`config.mk`:
```
export PLATFORM = sky130hd
export DESIGN_NAME = alu_share_arbiter
export DESIGN_NICKNAME = d
export VERILOG_FILES = /design/src/rtl/alu_share_arbiter.sv
export SDC_FILE = /design/constraint.sdc
export NUM_CORES = 1
export LEC_CHECK = 0
export ABC_AREA = 1
export BUFFER_PORTS_ARGS = -buffer_cell sky130_fd_sc_hd__buf_2
export CAP_MARGIN = 25
export CELL_PAD_IN_SITES_DETAIL_PLACEMENT = 0
export CELL_PAD_IN_SITES_GLOBAL_PLACEMENT = 1
export CORE_MARGIN = 5
export CORE_UTILIZATION = 29
export CTS_BUF_LIST = sky130_fd_sc_hd__clkbuf_16
export DETAILED_ROUTE_END_ITERATION = 12
export PLACE_DENSITY = 0.84
export SLEW_MARGIN = 30
export SYNTH_ARGS = -nofsm -noshare
export SYNTH_HDL_FRONTEND = slang
export SYNTH_SLANG_ARGS = --single-unit
```
`constraint.sdc`:
```
create_clock -name clk_i -period 2.2 [get_ports clk_i]
set_input_delay 0.22 -clock clk_i [delete_from_list [all_inputs] [get_ports clk_i]]
set_output_delay 0.22 -clock clk_i [all_outputs]
set_load 0.05 [all_outputs]
```
`src/rtl/alu_share_arbiter.sv`:
```
// alu_share_arbiter: shares one start/done ALU among NUM_REQ requesters.
// Round-robin grant, operand latch, one-cycle start pulse, then the result
// comes back on a valid/ready response channel tagged with the requester id.
// Optional build macro ALU_SHARE_ARBITER_TIMEOUT_EN adds a WAIT watchdog that
// answers 16'hDEAD with rsp_err_o=1 after TIMEOUT_CYCLES without done.
module alu_share_arbiter #(
  parameter int NUM_REQ        = 4,
  parameter int ID_W           = $clog2(NUM_REQ),
  parameter int TIMEOUT_CYCLES = 64
) (
  input  logic                 clk_i,
  input  logic                 reset_i,
  input  logic [NUM_REQ-1:0]   req_valid_i,
  output logic [NUM_REQ-1:0]   req_ready_o,
  input  logic [3*NUM_REQ-1:0] req_op_i,
  input  logic [8*NUM_REQ-1:0] req_a_i,
  input  logic [8*NUM_REQ-1:0] req_b_i,
  output logic [2:0]           alu_op_o,
  output logic [7:0]           alu_a_o,
  output logic [7:0]           alu_b_o,
  output logic                 alu_start_o,
  input  logic                 alu_done_i,
  input  logic [15:0]          alu_res_i,
  output logic                 rsp_valid_o,
  input  logic                 rsp_ready_i,
  output logic [ID_W-1:0]      rsp_id_o,
  output logic [15:0]          rsp_data_o,
  output logic                 rsp_err_o
);

  typedef enum logic [1:0] {S_IDLE, S_ISSUE, S_WAIT, S_RESP} state_e;

  if (NUM_REQ < 2 || NUM_REQ > 8 || TIMEOUT_CYCLES < 1) begin : g_cfg_err
    $error("alu_share_arbiter: unsupported parameter set");
  end

  state_e          state_q, state_d;
  logic [ID_W-1:0] rr_last_q, rr_last_d;
  logic [ID_W-1:0] id_q, id_d;
  logic [2:0]      op_q, op_d;
  logic [7:0]      a_q, a_d;
  logic [7:0]      b_q, b_d;
  logic [15:0]     data_q, data_d;
  // One IDLE cycle after each response is kept grant-free so requesters can
  // react to the response before the next arbitration round.
  logic            hold_q, hold_d;

  logic            gnt_vld;
  logic [ID_W-1:0] gnt_idx;
  logic [ID_W-1:0] cand;
  logic            grant;

  logic [2:0] op_arr [NUM_REQ];
  logic [7:0] a_arr  [NUM_REQ];
  logic [7:0] b_arr  [NUM_REQ];

  for (genvar k = 0; k < NUM_REQ; k++) begin : g_unpack
    assign op_arr[k] = req_op_i[3*k +: 3];
    assign a_arr[k]  = req_a_i[8*k +: 8];
    assign b_arr[k]  = req_b_i[8*k +: 8];
  end

`ifdef ALU_SHARE_ARBITER_TIMEOUT_EN
  localparam int CNT_W = $clog2(TIMEOUT_CYCLES + 1);
  logic [CNT_W-1:0] cnt_q, cnt_d;
  logic             err_q, err_d;
`endif

  // Round-robin search: first valid requester after the last winner, wrapping.
  always_comb begin
    gnt_vld = 1'b0;
    gnt_idx = '0;
    cand    = '0;
    for (int i = 1; i <= NUM_REQ; i++) begin
      cand = ID_W'((int'(rr_last_q) + i) % NUM_REQ);
      if (!gnt_vld && req_valid_i[cand]) begin
        gnt_vld = 1'b1;
        gnt_idx = cand;
      end
    end
  end

  // A grant is only offered from an open IDLE cycle and never while in reset.
  assign grant = (state_q == S_IDLE) && !hold_q && reset_i && gnt_vld;

  // One-hot accept pulse for the winner.
  always_comb begin
    req_ready_o = '0;
    if (grant) req_ready_o[gnt_idx] = 1'b1;
  end

  // Next-state and register updates for the arbitration/transaction FSM.
  always_comb begin
    state_d   = state_q;
    rr_last_d = rr_last_q;
    id_d      = id_q;
    op_d      = op_q;
    a_d       = a_q;
    b_d       = b_q;
    data_d    = data_q;
    hold_d    = 1'b0;
`ifdef ALU_SHARE_ARBITER_TIMEOUT_EN
    cnt_d     = cnt_q;
    err_d     = err_q;
`endif
    case (state_q)
      S_IDLE: begin
        if (grant) begin
          op_d      = op_arr[gnt_idx];
          a_d       = a_arr[gnt_idx];
          b_d       = b_arr[gnt_idx];
          id_d      = gnt_idx;
          rr_last_d = gnt_idx;
          state_d   = S_ISSUE;
        end
      end
      S_ISSUE: begin
        // done is not looked at here; the ALU has only just been started
        state_d = S_WAIT;
`ifdef ALU_SHARE_ARBITER_TIMEOUT_EN
        cnt_d   = '0;
`endif
      end
      S_WAIT: begin
        if (alu_done_i) begin
          data_d  = alu_res_i;
          state_d = S_RESP;
`ifdef ALU_SHARE_ARBITER_TIMEOUT_EN
          err_d   = 1'b0;
        end else if (cnt_q == CNT_W'(TIMEOUT_CYCLES - 1)) begin
          data_d  = 16'hDEAD;
          err_d   = 1'b1;
          state_d = S_RESP;
        end else begin
          cnt_d   = cnt_q + 1'b1;
`endif
        end
      end
      S_RESP: begin
        if (rsp_ready_i) begin
          state_d = S_IDLE;
          hold_d  = 1'b1;
        end
      end
      default: state_d = S_IDLE;
    endcase
  end

  // State and datapath registers with synchronous active-low reset.
  always_ff @(posedge clk_i) begin
    if (!reset_i) begin
      state_q   <= S_IDLE;
      rr_last_q <= ID_W'(NUM_REQ - 1);
      id_q      <= '0;
      op_q      <= '0;
      a_q       <= '0;
      b_q       <= '0;
      data_q    <= '0;
      hold_q    <= 1'b0;
    end else begin
      state_q   <= state_d;
      rr_last_q <= rr_last_d;
      id_q      <= id_d;
      op_q      <= op_d;
      a_q       <= a_d;
      b_q       <= b_d;
      data_q    <= data_d;
      hold_q    <= hold_d;
    end
  end

`ifdef ALU_SHARE_ARBITER_TIMEOUT_EN
  // Watchdog counter and error flag.
  always_ff @(posedge clk_i) begin
    if (!reset_i) begin
      cnt_q <= '0;
      err_q <= 1'b0;
    end else begin
      cnt_q <= cnt_d;
      err_q <= err_d;
    end
  end
  assign rsp_err_o = err_q;
`else
  assign rsp_err_o = 1'b0;
`endif

  assign alu_op_o    = op_q;
  assign alu_a_o     = a_q;
  assign alu_b_o     = b_q;
  assign alu_start_o = (state_q == S_ISSUE);
  assign rsp_valid_o = (state_q == S_RESP);
  assign rsp_id_o    = id_q;
  assign rsp_data_o  = data_q;

endmodule

```
**Word-level counts from Yosys, hierarchy flattened**

Cells that the tools add are included.

- Reductions and logical operators: 16
- Add/subtract/negate cells: 4
- Mux-type cells: 33
- Equality and inequality tests: 6
- Magnitude comparators: 7
- Bitwise logic cells: 1

Operators with widths:

| operator | number |
|---|---|
| binary-select mux 8 bit (select 2 bit) | 2 |
| two-way mux 8 bit | 4 |
| < comparator 2 x 3 -> 1 bit (second input constant) | 5 |
| two-way mux 2 bit | 7 |
| two-way mux 1 bit | 10 |
| binary-select mux 1 bit (select 2 bit) | 4 |
| one-hot mux 2 bit (4 select lines) | 1 |
| logical AND 1 bit | 7 |
| binary-select mux 3 bit (select 2 bit) | 1 |
| two-way mux 3 bit | 2 |
| AND reduction 2 bit | 3 |
| adder 2 x 1 -> 2 bit (second input constant) | 2 |
| adder 2 bit (second input constant) | 2 |
| equality test 2 bit (second input constant) | 2 |
| zero test 1 bit | 4 |
| two-way mux 4 bit | 1 |
| != test 2 bit (second input constant) | 2 |
| greater-or-equal comparator 3 bit (second input constant) | 1 |
| inverter 2 -> 3 bit | 1 |
| AND reduction 3 bit | 1 |
| demux 1 bit (select 2 bit) | 1 |
| equality test 2 x 1 -> 1 bit (second input constant) | 1 |
| greater-or-equal comparator 2 x 1 -> 1 bit (second input constant) | 1 |
| zero test 2 bit | 1 |
| != test 2 x 1 -> 1 bit (second input constant) | 1 |

- Output and inout bits: 44
- Word-level logic and storage cells: 75
- Input port bits: 100
- Register bits: 42

**Logic depth before layout (Yosys ltp)**

Gate-level depths: netlist of the first run.

- Word-level depth: 18
- Depth in mapped cells: 18
- Mapped depth without buffers: 16

**Worst setup path before layout of the first run**

No wires, ideal clock.

- Path type: register to output
- Start point: register rr_last_q[0]
- End point: output req_ready_o[0]
- Setup slack: -0.447 ns
- Arrival time: 2.427 ns
- Cell stages (with the launch flop): 14
- Required time: 1.980 ns
- Cells stage by stage: dfxtp_1 -> buf_4 -> nand2_1 -> nand2_2 -> nand2_2 -> nand2_2 -> nor2_4 -> nand2_1 -> nor2_1 -> inv_1 -> nand2_4 -> inv_2 -> buf_4 -> nor3_1

- Cells in the longest elaborated chain, start to end: 18
- Elaborated cells between the ends (all ways): 33

RTL lines:

| element | line | source |
|---|---|---|
| start: declaration | 38 | `logic [ID_W-1:0] rr_last_q, rr_last_d;` |
| start signal: assignment | 153 | `rr_last_q <= ID_W'(NUM_REQ - 1);` |
| start signal: assignment | 162 | `rr_last_q <= rr_last_d;` |
| adder 2 x 1 -> 2 bit | 75 | `cand = ID_W'((int'(rr_last_q) + i) % NUM_REQ);` |
| binary-select mux 1 bit (select 2 bit) | 76 | `if (!gnt_vld && req_valid_i[cand]) begin` |
| two-way mux 1 bit (implied by the code) | 76 |  |
| two-way mux 1 bit | 76 |  |
| zero test 1 bit | 76 |  |
| logical AND 1 bit | 76 |  |
| two-way mux 1 bit | 76 |  |
| zero test 1 bit | 76 |  |
| [... 2 more ...] | - |  |
| zero test 1 bit | 76 |  |
| logical AND 1 bit | 76 |  |
| two-way mux 2 bit | 76 |  |
| < comparator 2 x 3 -> 1 bit (implied by the code) / greater-or-equal comparator 2 x 1 -> 1 bit (equally long branches) | 89 | `if (grant) req_ready_o[gnt_idx] = 1'b1;` |
| logical AND 1 bit (implied by the code) | 89 |  |
| two-way mux 1 bit (implied by the code) | 89 |  |
| demux 1 bit (select 2 bit) | 89 |  |
| two-way mux 4 bit (*) | 89 |  |
| end: declaration | 14 | `output logic [NUM_REQ-1:0] req_ready_o,` |

Mark *: on every way between the ends. The rest lies on a longest branch, timed or not. The select of a mux whose other input is x is not followed.

**Final worst setup path of the first run**

- Start point: register rr_last_q[0]
- End point: output req_ready_o[2]

The elaborated chain is that of the path after synthesis.

==> summary.md, run 1 <==
| Metric | Value |
|---|---|
| # rows | 34 |
| Final hold viol count | 0 |
| Total grt overflow | 0 |
| Vias in the first global route | 3117 |
| Synthesized area per cell | 6.10 µm² |
| Largest net degree at the start of global routing | 41 |
| Final WS setup | 5.33 ps |
| Worst-path fanout max | 8 |
| Power Total | 7.27 mW |
| Drt total wl | 9460 µm |
| Chip Height | 106 µm |
| Drt initial violations | 166 |
| # setup viols final | 0 |
| Top post-synthesis cells by area | dfxtp_1 (32%), nand2_1 (24%), nand3_1 (13%) |
| Max Cap Viol | 0 |
| Initial Util | 30.1% |
| Finished Cell Area | 0.00398 mm² |
| Mapped Area | 0.00265 mm² |
| Worst Hold Launch | rsp_ready_i |
| Status | completed |
| Clk_lat worst skew | 280 ps |
| Ant. Diodes | 0 |
| TNS Setup | 0 ps |
| Finished Layout Cells | 692 |
| Post-Synthesis Cells | 434 |
| Area delta synth->final | 50.1% |
| P_int | 3.33 mW |
| CP Capture Type | output pin |
| Number of CTS-inserted buffers | 5 |
| FF-to-FF Start | rr_last_q[0] |
| YS warnings | 0 |
| Post-synth top area share | 31.7% |
| Place WS | 65.1 ps |
| Most frequent cell after synthesis | nand2_1 |
| Die W | 106 µm |
| Tcrit/Tclk final | 99.8% |
| Total core area | 0.00881 mm² |
| Primary FF master, synth | dfxtp_1 |
| Clock Power Share | 11.3% |
| First drt pass iteration count | 5 |
| Placed cell areas | 0.00345 mm² |
| H-tree Lvls | 2 |
| CTS Root Cell | clkbuf_16 |
| Number of flops mapped to enable cells by yosys | 0 |
| First-pass GRT wire length | 14800 µm |
| CTS tree | built |
| Power density cells | 1830 mW/mm² |
| Antenna-violating nets left | 0 |
| Hold WC Path Type | in2reg |
| R2R setup slack | 130 ps |
| Hold Path End | hold_q |
| IO Count | 144 |
| Leak | 2.15 nW |
| Fmax | 0.456 GHz |
| Die Area | 0.0111 mm² |
| Post-route clock skew | 5.61 ps |
| CTS sink cnt | 42 |
| Sw frac | 54.2% |
| Psw | 3.94 mW |
| Dpl cells | 673 |
| Post-DR vias/cell | 4.66 |
| Hold slack final | 173 ps |
| Setup crit start kind | flip-flop |
| Final-report max-slew violation count | 0 |
| Nets | 688 |
| R2R cell count | 17 |
| Via count | 3226 |
| Critical path class | reg2out |
| CTS Hold Bufs | 0 |
| Post-synthesis async set-or-reset flop share | 0% |
| Biggest area consumer among synthesized cells | dfxtp_1 |
| Unique cell type count in the Yosys netlist | 27 |
| #FFs+latches synth | 42 |
| WHS Path Cells | 3 |
| PortBufs | 142 |
| Final Wtd Congestion | 0.858 |
| Req. time, crit path | 1980 ps |
| Share of cells above drive strength 1 | 37.8% |
| RSZ-0062 raised after global routing | true |
| Initial antenna violation count | 0 |
| Max VDD drop | 0.767 mV |
| Wirelength per Cell | 13.7 µm |
| Post-layout util | 45.1% |
| RR Endpoint | alu_a_o[2] |
| Seq/Total Area, Yosys | 31.7% |
| Comb power frac | 72.8% |
| GR Util All Layers | 16.1% |
| Drt drc | 0 |
| Commonest cells post-synth | nand2_1 (171), nand3_1 (67), nor2_1 (50), dfxtp_1 (42) |
| Period minus WS final | 2190 ps |
| Seq pwr share | 15.9% |
| Syn nets | 539 |
| WP data arrival | 1970 ps |
| Post-DP HPWL | 7190 µm |
| Reg clk slew, reported paths | 60 ps |
| Longest Clk Path Bufs | 2 |
## flip-flops by register name, summed over array words and instances (netlist names)
name and cells:
alu_b_o 8, hold_q 1, alu_a_o 8, rr_last_q 2, rsp_id_o 2, rsp_data_o 16, alu_op_o 3, state_q 2
## layout make-up
cell class | instances | area (µm²)
Tap cell | 108 | 135
Fill cell | 934 | 4830
Clock buffer | 5 | 125
Clock inverter | 3 | 41.3
Timing Repair Buffer | 167 | 965
Multi-Input combinational cell | 346 | 1760
Inverter | 21 | 104
Sequential cell | 42 | 848
## worst max path at each step
stage | from | end | slack, ps | depth (start not counted)
floorplan | rr_last_q[0] | req_ready_o[1] | -150 | 13
global placement | rr_last_q[0] | req_ready_o[3] | 130 | 12
detailed placement | rr_last_q[0] | req_ready_o[1] | 70 | 12
CTS | rr_last_q[0] | alu_a_o[4] | 0.5 | 18
global route | rr_last_q[0] | req_ready_o[2] | -70 | 12
finish | rr_last_q[0] | req_ready_o[2] | 5 | 15
## kinds of logic after synthesis
group / count (synthesis) / synth area share (%)
simple gates: 307 / 50.1
buf+inv: 46 / 9.02
fa+ha+maj: 5 / 2.36
compound gates: 33 / 6.61
other cells: 1 / 0.142
flops: 42 / 31.7
## power by group through the flow
stage               Sequential (mW)  Combinational (mW)  Clock, mW
global placement               1.14                4.38          0
detailed placement             1.15                4.39          0
global route                   1.19                5.81      0.879
finish                         1.16                5.29      0.823
CTS                            1.14                4.78      0.842
floorplan                      1.79                2.86          0
## per-layer routing
metal / vias up / routed length [µm] / part of all wire, % / GRT usage (%)
li1: 1675 / - / - / -
met1: 1454 / 3820 / 40 / 19.2
met2: 86 / 5100 / 54 / 29.9
met3: 11 / 400 / 4.2 / 2.63
met4: 0 / 143 / 1.5 / 3.89
met5: - / 0 / 0 / 0
## placed cells by master (no fill, tap or decap), drive strengths merged
cell        n
a21oi      11
buf       167
bufinv      1
clkbuf      5
clkinv      1
clkinvlp    1
conb        1
dfxtp      42
ha          5
inv        21
nand2     182
nand3      69
nand4       2
nor2       52
nor3        1
nor3b       1
o211ai      2
o21ai      19
o22ai       1
## critical path, stage by stage (launching register included)
cell and delay, ps:
dfxtp_4 400, buf_8 150, nand2_4 60, nand2_4 70, nand2_4 70, buf_4 140, nand2_2 50, nand2_1 60
nand2_1 90, inv_2 50, nand2_4 90, nand2_8 70, clkinv_8 70, nand2_8 50, nor2_4 130, buf_8 150
## what timing repair did
item,CTS,global route
setup endpoints to repair,4,22
gates resized for setup,30,48
setup buffers,7,4
pin swaps,7,18
gates cloned,0,0
No activity file was read; power rests on OpenSTA's default activity.
==> run 2, diff against run 1 <==
- ABC_CLOCK_PERIOD_IN_PS: not set -> 2300
- clock period: 2.2 -> 2.3 ns (I/O delays scaled with it)
==> run 2 against run 1 <==
  * Die area stayed put
  * Clock skew rose by 1.8 ps
  * Global-route usage fell by 0.46 points
  * First-iteration DRC count down 23%
  * Highest routed layer unchanged
  * Register-to-register slack improved by 100 ps
  * Setup slack better by 110 ps
  * Critical path depth fell by 2
  * Critical endpoint is now req_ready_o[3]
  * Non-clock buffer count fell by 5
  * Largest power group unchanged
  * Sequential power shrank 6%
  * Wire length down 2.0%
  * Core utilization is 2.6 points lower
  * Sequential cell count unchanged
==> summary.md, run 2 (synthesis gave the netlist of run 1 again) <==
| Metric | Value |
|---|---|
| Total grt overflow | 0 (unchanged) |
| Max VDD drop | 0.682 mV (was 0.767 mV) |
| Max FFs per register | 16 (unchanged) |
| Leak | 2.09 nW (was 2.15 nW) |
| PortBufs | 142 (unchanged) |
| Period minus WS final | 2180 ps |
| Ant. Diodes | 0 (unchanged) |
| Final-report max-slew violation count | 0 (unchanged) |
| Largest net degree at the start of global routing | 41 (unchanged) |
| Share of cells above drive strength 1 | 34.9% (was 37.8%) |
| Drt initial violations | 128 (was 166) |
| H-tree Lvls | 2 (unchanged) |
| # rows | 34 (unchanged) |
| Delay-heaviest family, CP | simple AND/OR/NAND/NOR gates (unchanged) |
| Total core area | 0.00881 mm² (unchanged) |
| # setup viols final | 0 (unchanged) |
| CTS tree | built (unchanged) |
| TNS Setup | 0 ps (unchanged) |
| Sw frac | 54.4% (was 54.2%) |
| Power density cells | 1710 mW/mm² (was 1830 mW/mm²) |
| Nets | 683 (was 688) |
| Vias in the first global route | 2951 (was 3117) |
| Place WS | 178 ps (was 65.1 ps) |
| P_int | 2.93 mW (was 3.33 mW) |
| Worst Hold Launch | rsp_ready_i (unchanged) |
| Hold WC Path Type | in2reg (unchanged) |
| Chip Height | 106 µm (unchanged) |
| WP data arrival | 1950 ps (was 1970 ps) |
| Post-DP HPWL | 7210 µm (was 7190 µm) |
| CTS Hold Bufs | 0 (unchanged) |
| Initial antenna violation count | 0 (unchanged) |
| Fmax | 0.458 GHz |
| Seq pwr share | 17.0% (was 15.9%) |
| Antenna-violating nets left | 0 (unchanged) |
| Wirelength per Cell | 13.5 µm (was 13.7 µm) |
| Tcrit/Tclk final | 94.9% |
| Final hold viol count | 0 (unchanged) |
| Comb power frac | 70.4% (was 72.8%) |
| Number of CTS-inserted buffers | 5 (unchanged) |
| Status | completed (unchanged) |
| RSZ-0062 raised after global routing | true (unchanged) |
| Worst-path fanout max | 10 (was 8) |
| First-pass GRT wire length | 14200 µm (was 14800 µm) |
| Area delta synth->final | 41.3% (was 50.1%) |
| Clock Power Share | 12.6% (was 11.3%) |
| Slowest stage delay, CP | 340 ps (was 400 ps) |
| Fillers | 972 (was 934) |
| Final Wtd Congestion | 0.883 (was 0.858) |
| GR Util All Layers | 15.6% (was 16.1%) |
| Worst path cell trace | buf_6 -> nand2_1 -> nand2_2 -> nand2_4 -> nand2_2 -> nor2_4 -> nand3_4 -> nand2_2 -> nand2_4 -> nand2_8 -> nand2_4 -> nor2_4 -> buf_6 (was buf_8 -> nand2_4 -> nand2_4 -> nand2_4 -> buf_4 -> nand2_2 -> nand2_1 -> nand2_1 -> inv_2 -> nand2_4 -> nand2_8 -> clkinv_8 -> nand2_8 -> nor2_4 -> buf_8) |
| Max Cap Viol | 0 (unchanged) |
| Final WS setup | 117 ps (was 5.33 ps) |
| Commonest non-fill, non-tap cell in the layout | nand2_1 (unchanged) |
| Initial Util | 30.1% (unchanged) |
| Die W | 106 µm (unchanged) |
| Post-route clock skew | 7.36 ps (was 5.61 ps) |
| Hold slack final | 178 ps (was 173 ps) |
| Setup crit start kind | flip-flop (unchanged) |
| IO Count | 144 (unchanged) |
| CTS Root Cell | clkbuf_16 (unchanged) |
| Die Area | 0.0111 mm² (unchanged) |
| Drt drc | 0 (unchanged) |
| Buf/Inv on CP | 2 (was 5) |
| CTS sink cnt | 42 (unchanged) |
| Drt total wl | 9280 µm (was 9460 µm) |
| Via count | 3202 (was 3226) |
| First drt pass iteration count | 5 (unchanged) |
| Critical path origin | rr_last_q[0] (unchanged) |
| Psw | 3.49 mW (was 3.94 mW) |
| Req. time, crit path | 2070 ps (was 1980 ps) |
| Most frequent cells in the layout | nand2_1 (165), buf_2 (138), nand3_1 (67), nor2_1 (47), dfxtp_1 (40) (was nand2_1 (154), buf_2 (138), nand3_1 (66), nor2_1 (46), dfxtp_1 (40)) |
| Crit-path slowest cell | dfxtp_2 (was dfxtp_4) |
| Critical path class | reg2out (unchanged) |
| Longest Clk Path Bufs | 2 (unchanged) |
| Post-DR vias/cell | 4.66 (about the same) |
| FF-to-FF Start | rr_last_q[0] (unchanged) |
| Reg clk slew, reported paths | 70 ps (was 60 ps) |
| CP Capture Type | output pin (unchanged) |
| Clk_lat worst skew | 280 ps (about the same) |
==> run 2: changes by cell type in the layout (fill, tap and decap cells not counted), moves of 2 or more <==
cell / change
nor2_2: +2
nand2_8: -3
buf_8: -4
dfxtp_2: +2
nand2_1: +11
dfxtp_4: -2
nand2_4: -8
nor2_4: -3
==> run 2: power by group through the flow <==
stage          logic (mW)  clock network (mW)  registers, mW
2_1_floorplan        2.74                   0           1.72
3_5_place_dp         4.17                   0           1.10
4_1_cts              4.22               0.832           1.09
3_3_place_gp         4.14                   0           1.10
5_1_grt              4.98               0.854           1.12
6_report             4.52               0.811           1.09
==> run 2: worst reg2reg max path, delay by kind of cell, from the launching register on <==
kind | cells | cell delay [ps]
flip-flops | 1 | 340
buffers and inverters | 3 | 460
AND/OR/NAND/NOR | 13 | 1150
==> run 2: layer usage <==
metal | track usage [%] | routed length [µm] | vias to the layer above | share of wire (%)
met5 | 0 | 0 | - | 0
li1 | - | - | 1662 | -
met2 | 27.7 | 4830 | 88 | 52
met1 | 19.0 | 3800 | 1438 | 41
met3 | 2.20 | 444 | 14 | 4.8
met4 | 6.01 | 208 | 0 | 2.2
==> run 2: what timing repair did <==
action / 4_1_cts / 5_1_grt
pin swaps: 0 / 4
endpoints found under the setup margin: 4 / 8
gates resized for setup: 10 / 18
setup buffers: 0 / 7
==> run 2: area by class of cell <==
cell class,instances,area (µm²),share of cell area [%]
multi-input combinational,346,1620,43.2
timing repair buffer,162,893,23.9
sequential,42,843,22.5
tap,108,135,3.61
clock buffer,5,125,3.34
inverter,21,83.8,2.24
clock inverter,3,43.8,1.17
==> run 2: worst paths after layout <==
path                         end  slack, ps  depth (start not counted)
hold / removal            hold_q        180                          3
setup reg to reg      alu_b_o[0]        230                         16
setup / recovery  req_ready_o[3]        120                         13
hold reg to reg      rsp_id_o[1]        460                          2
==> run 2: metrics by stage <==
step / total power, mW / instance area, µm² / utilization (%) / cells
global placement: 5.24 / 3440 / 39.1 / 672
finish: 6.42 / 3740 / 42.5 / 687
CTS: 6.15 / 3630 / 41.3 / 680
global route: 6.96 / 3740 / 42.5 / 687
detailed placement: 5.27 / 3440 / 39.1 / 672
floorplan: 4.45 / 2660 / - / 434
==> run 3, diff against run 2 <==
- ABC_AREA: 1 -> not set
- CORE_UTILIZATION: 29 -> 30
- PLACE_DENSITY: 0.84 -> 0.83
==> run 3 against run 2 <==
  * Die area fell by 9.3%
  * Area after synthesis down 7.1%
  * Synthesized cell count is 34% lower
  * Combinational power decreased by 57%
  * Count of clock-buffer cells in the layout did not move
==> summary.md, run 3 <==
| Metric | Value |
|---|---|
| Longest Clk Path Bufs | 2 (unchanged) |
| Power density cells | 1070 mW/mm² (was 1710 mW/mm²) |
| Max VDD drop | 0.362 mV (was 0.682 mV) |
| Worst rel slew slack | 62.8% |
| Mapped Area | 0.00246 mm² (was 0.00265 mm²) |
| Nets | 527 (was 683) |
| Final hold viol count | 0 (unchanged) |
| Leak | 1.68 nW (was 2.09 nW) |
| Reg clk slew, reported paths | 60 ps (was 70 ps) |
| Finished Layout Cells | 527 (was 687) |
| YS warnings | 0 (unchanged) |
| Top post-synthesis cells by area | dfxtp_1 (34%), mux2i_1 (8.5%), nand2_1 (8.5%) (was dfxtp_1 (32%), nand2_1 (24%), nand3_1 (13%)) |
| CTS Root Cell | clkbuf_16 (unchanged) |
| CTS Hold Bufs | 0 (unchanged) |
| IO Count | 144 (unchanged) |
| PortBufs | 142 (unchanged) |
| Commonest non-fill, non-tap cell in the layout | buf_2 (was nand2_1) |
| Final Wtd Congestion | 0.765 (was 0.883) |
| Wirelength per Cell | 15.4 µm (was 13.5 µm) |
| First drt pass iteration count | 4 (was 5) |
| Area delta synth->final | 39.3% (was 41.3%) |
| Vias in the first global route | 2506 (was 2951) |
| Synthesized area per cell | 8.63 µm² (was 6.10 µm²) |
| Total core area | 0.00809 mm² (was 0.00881 mm²) |
| Initial Util | 30.4% (was 30.1%) |
| Finished Cell Area | 0.00343 mm² (was 0.00374 mm²) |
| Syn nets | 390 (was 539) |
| Ant. Diodes | 0 (unchanged) |
| GR Util All Layers | 15.1% (was 15.6%) |
| Number of flops mapped to enable cells by yosys | 0 (unchanged) |
| Via count | 2649 (was 3202) |
| Unique cell type count in the Yosys netlist | 39 (was 27) |
| Primary FF master, synth | dfxtp_1 (unchanged) |
| Fillers | 856 (was 972) |
| WP data arrival | 1910 ps (was 1950 ps) |
| Die W | 101 µm (was 106 µm) |
| First-pass GRT wire length | 12200 µm (was 14200 µm) |
| Final-report max-slew violation count | 0 (unchanged) |
| Biggest area consumer among synthesized cells | dfxtp_1 (unchanged) |
| Tcrit/Tclk final | 93.0% (was 94.9%) |
| Most frequent cells in the layout | buf_2 (142), nand2_1 (55), dfxtp_1 (42), mux2i_1 (21) (was nand2_1 (165), buf_2 (138), nand3_1 (67), nor2_1 (47), dfxtp_1 (40)) |
| Drt initial violations | 108 (was 128) |
| Placed cell areas | 0.00329 mm² (was 0.00344 mm²) |
| # rows | 33 (was 34) |
| Post-route clock skew | 4.80 ps (was 7.36 ps) |
| Post-layout util | 42.3% (was 42.5%) |
| Antenna-violating nets left | 0 (unchanged) |
| Sequential cell area | 841 µm² (was 843 µm²) |
| Drt total wl | 8120 µm (was 9280 µm) |
| Post-CTS setup buffers | 0 (unchanged) |
| Final WS setup | 162 ps (was 117 ps) |
| Fmax | 0.468 GHz (was 0.458 GHz) |
| Req. time, crit path | 2070 ps (about the same) |
| Power Total | 3.67 mW (was 6.42 mW) |
| Hold WC Path Type | in2reg (unchanged) |
| Clk_lat worst skew | 280 ps (about the same) |
| Share of cells above drive strength 1 | 41.9% (was 34.9%) |
| Place WS | 188 ps (was 178 ps) |
| Seq/Total Area, Yosys | 34.2% (was 31.7%) |
| Most frequent cell after synthesis | nand2_1 (unchanged) |
| # setup viols final | 0 (unchanged) |
| Total grt overflow | 0 (unchanged) |
| TNS Setup | 0 ps (unchanged) |
| CP Capture Type | output pin (unchanged) |
| Number of CTS-inserted buffers | 5 (unchanged) |
| Hold slack final | 198 ps (was 178 ps) |
| Max Cap Viol | 0 (unchanged) |
| Pin slew with the least headroom to its limit | 557 ps |
| Cells resized by post-CTS repair | 0 (was 10) |
| Post-DP HPWL | 6340 µm (was 7210 µm) |
| CTS sink cnt | 42 (unchanged) |
| Post-synth top area share | 34.2% (was 31.7%) |
| Post-DR vias/cell | 5.03 (was 4.66) |
| Slowest stage delay, CP | 390 ps (was 340 ps) |
| Largest net degree at the start of global routing | 26 (was 41) |
| Dpl cells | 520 (was 672) |
| Chip Height | 101 µm (was 106 µm) |
| CTS tree | built (unchanged) |
| Initial antenna violation count | 0 (unchanged) |
| Multi-input gate area in the final layout | 0.00148 mm² (was 0.00162 mm²) |
| Die Area | 0.0101 mm² (was 0.0111 mm²) |
| Period minus WS final | 2140 ps (was 2180 ps) |
| Post-synthesis async set-or-reset flop share | 0% (unchanged) |
| Crit-path slowest cell | dfxtp_1 (was dfxtp_2) |
| Setup crit start kind | flip-flop (unchanged) |
| Max FFs per register | 16 (unchanged) |
| Worst-path fanout max | 11 (was 10) |
| Worst path cell trace | nand2b_1 -> nor2_1 -> nor3_2 -> buf_4 -> nand2b_1 -> nor2_1 -> buf_2 (was buf_6 -> nand2_1 -> nand2_2 -> nand2_4 -> nand2_2 -> nor2_4 -> nand3_4 -> nand2_2 -> nand2_4 -> nand2_8 -> nand2_4 -> nor2_4 -> buf_6) |
| Drt drc | 0 (unchanged) |
| H-tree Lvls | 2 (unchanged) |
| #FFs+latches synth | 42 (unchanged) |
| RSZ-0062 raised after global routing | false (was true) |
| Post-Synthesis Cells | 285 (was 434) |
| Status | completed (unchanged) |
| Critical path class | reg2out (unchanged) |
| Commonest cells post-synth | nand2_1 (56), dfxtp_1 (42), mux2i_1 (21) (was nand2_1 (171), nand3_1 (67), nor2_1 (50), dfxtp_1 (42)) |
-- run 3: cell types whose count changed after synthesis, moves of 18 or more --
cell / change
nand2_1: -115
nand3_1: -65
nor2_1: -39
mux2i_1: +21
a211o_1: +18
o31ai_1: +18
-- run 3: path summary, 6_finish.rpt --
kind	start	to	slack (ps)	depth (start not counted)
setup / recovery	rr_last_q[0]	req_ready_o[0]	160	7
hold reg to reg	rsp_id_o[1]	rsp_id_o[1]	460	2
setup reg to reg	rr_last_q[0]	alu_b_o[1]	490	6
hold / removal	alu_res_i[9]	rsp_data_o[9]	200	3
-- run 3: logic make-up after synthesis --
family	share of synthesized area (%)
AO/OA/AOI/OAI	28.6
buffers and inverters	6.10
adder cells (fa/ha/maj)	2.54
multiplexers	8.55
flip-flops	34.2
AND/OR/NAND/NOR	19.9
other	0.152
-- run 3: power breakdown --
group | internal [mW] | leakage, nW | switching [mW]
clock network | 0.388 | 0.0723 | 0.261
registers | 0.941 | 0.344 | 0.116
logic | 0.592 | 1.27 | 1.37
-- run 3: area by class of cell --
cell class | instances | share of cell area [%]
clock buffers | 5 | 3.65
clock inverters | 2 | 0.219
inverters | 4 | 0.438
multi-input cells | 213 | 43.2
flip-flops and latches | 42 | 24.5
well taps | 105 | 3.83
repair buffers | 156 | 24.2
-- run 3: critical path: cells and delay by family (launching register included) --
kind,cells,cell delay (ps)
buffers and inverters,2,460
flip-flops,1,390
AND/OR/NAND/NOR,5,780
-- run 3: metal layers --
layer  share of wire (%)  wire length (µm)  vias up  track usage, %
met3                 6.6               539       18            3.32
li1                    -                 -     1317               -
met5                   0                 0        -               0
met2                  52              4180       88            27.4
met1                  39              3160     1226            17.1
met4                 2.8               231        0            6.11
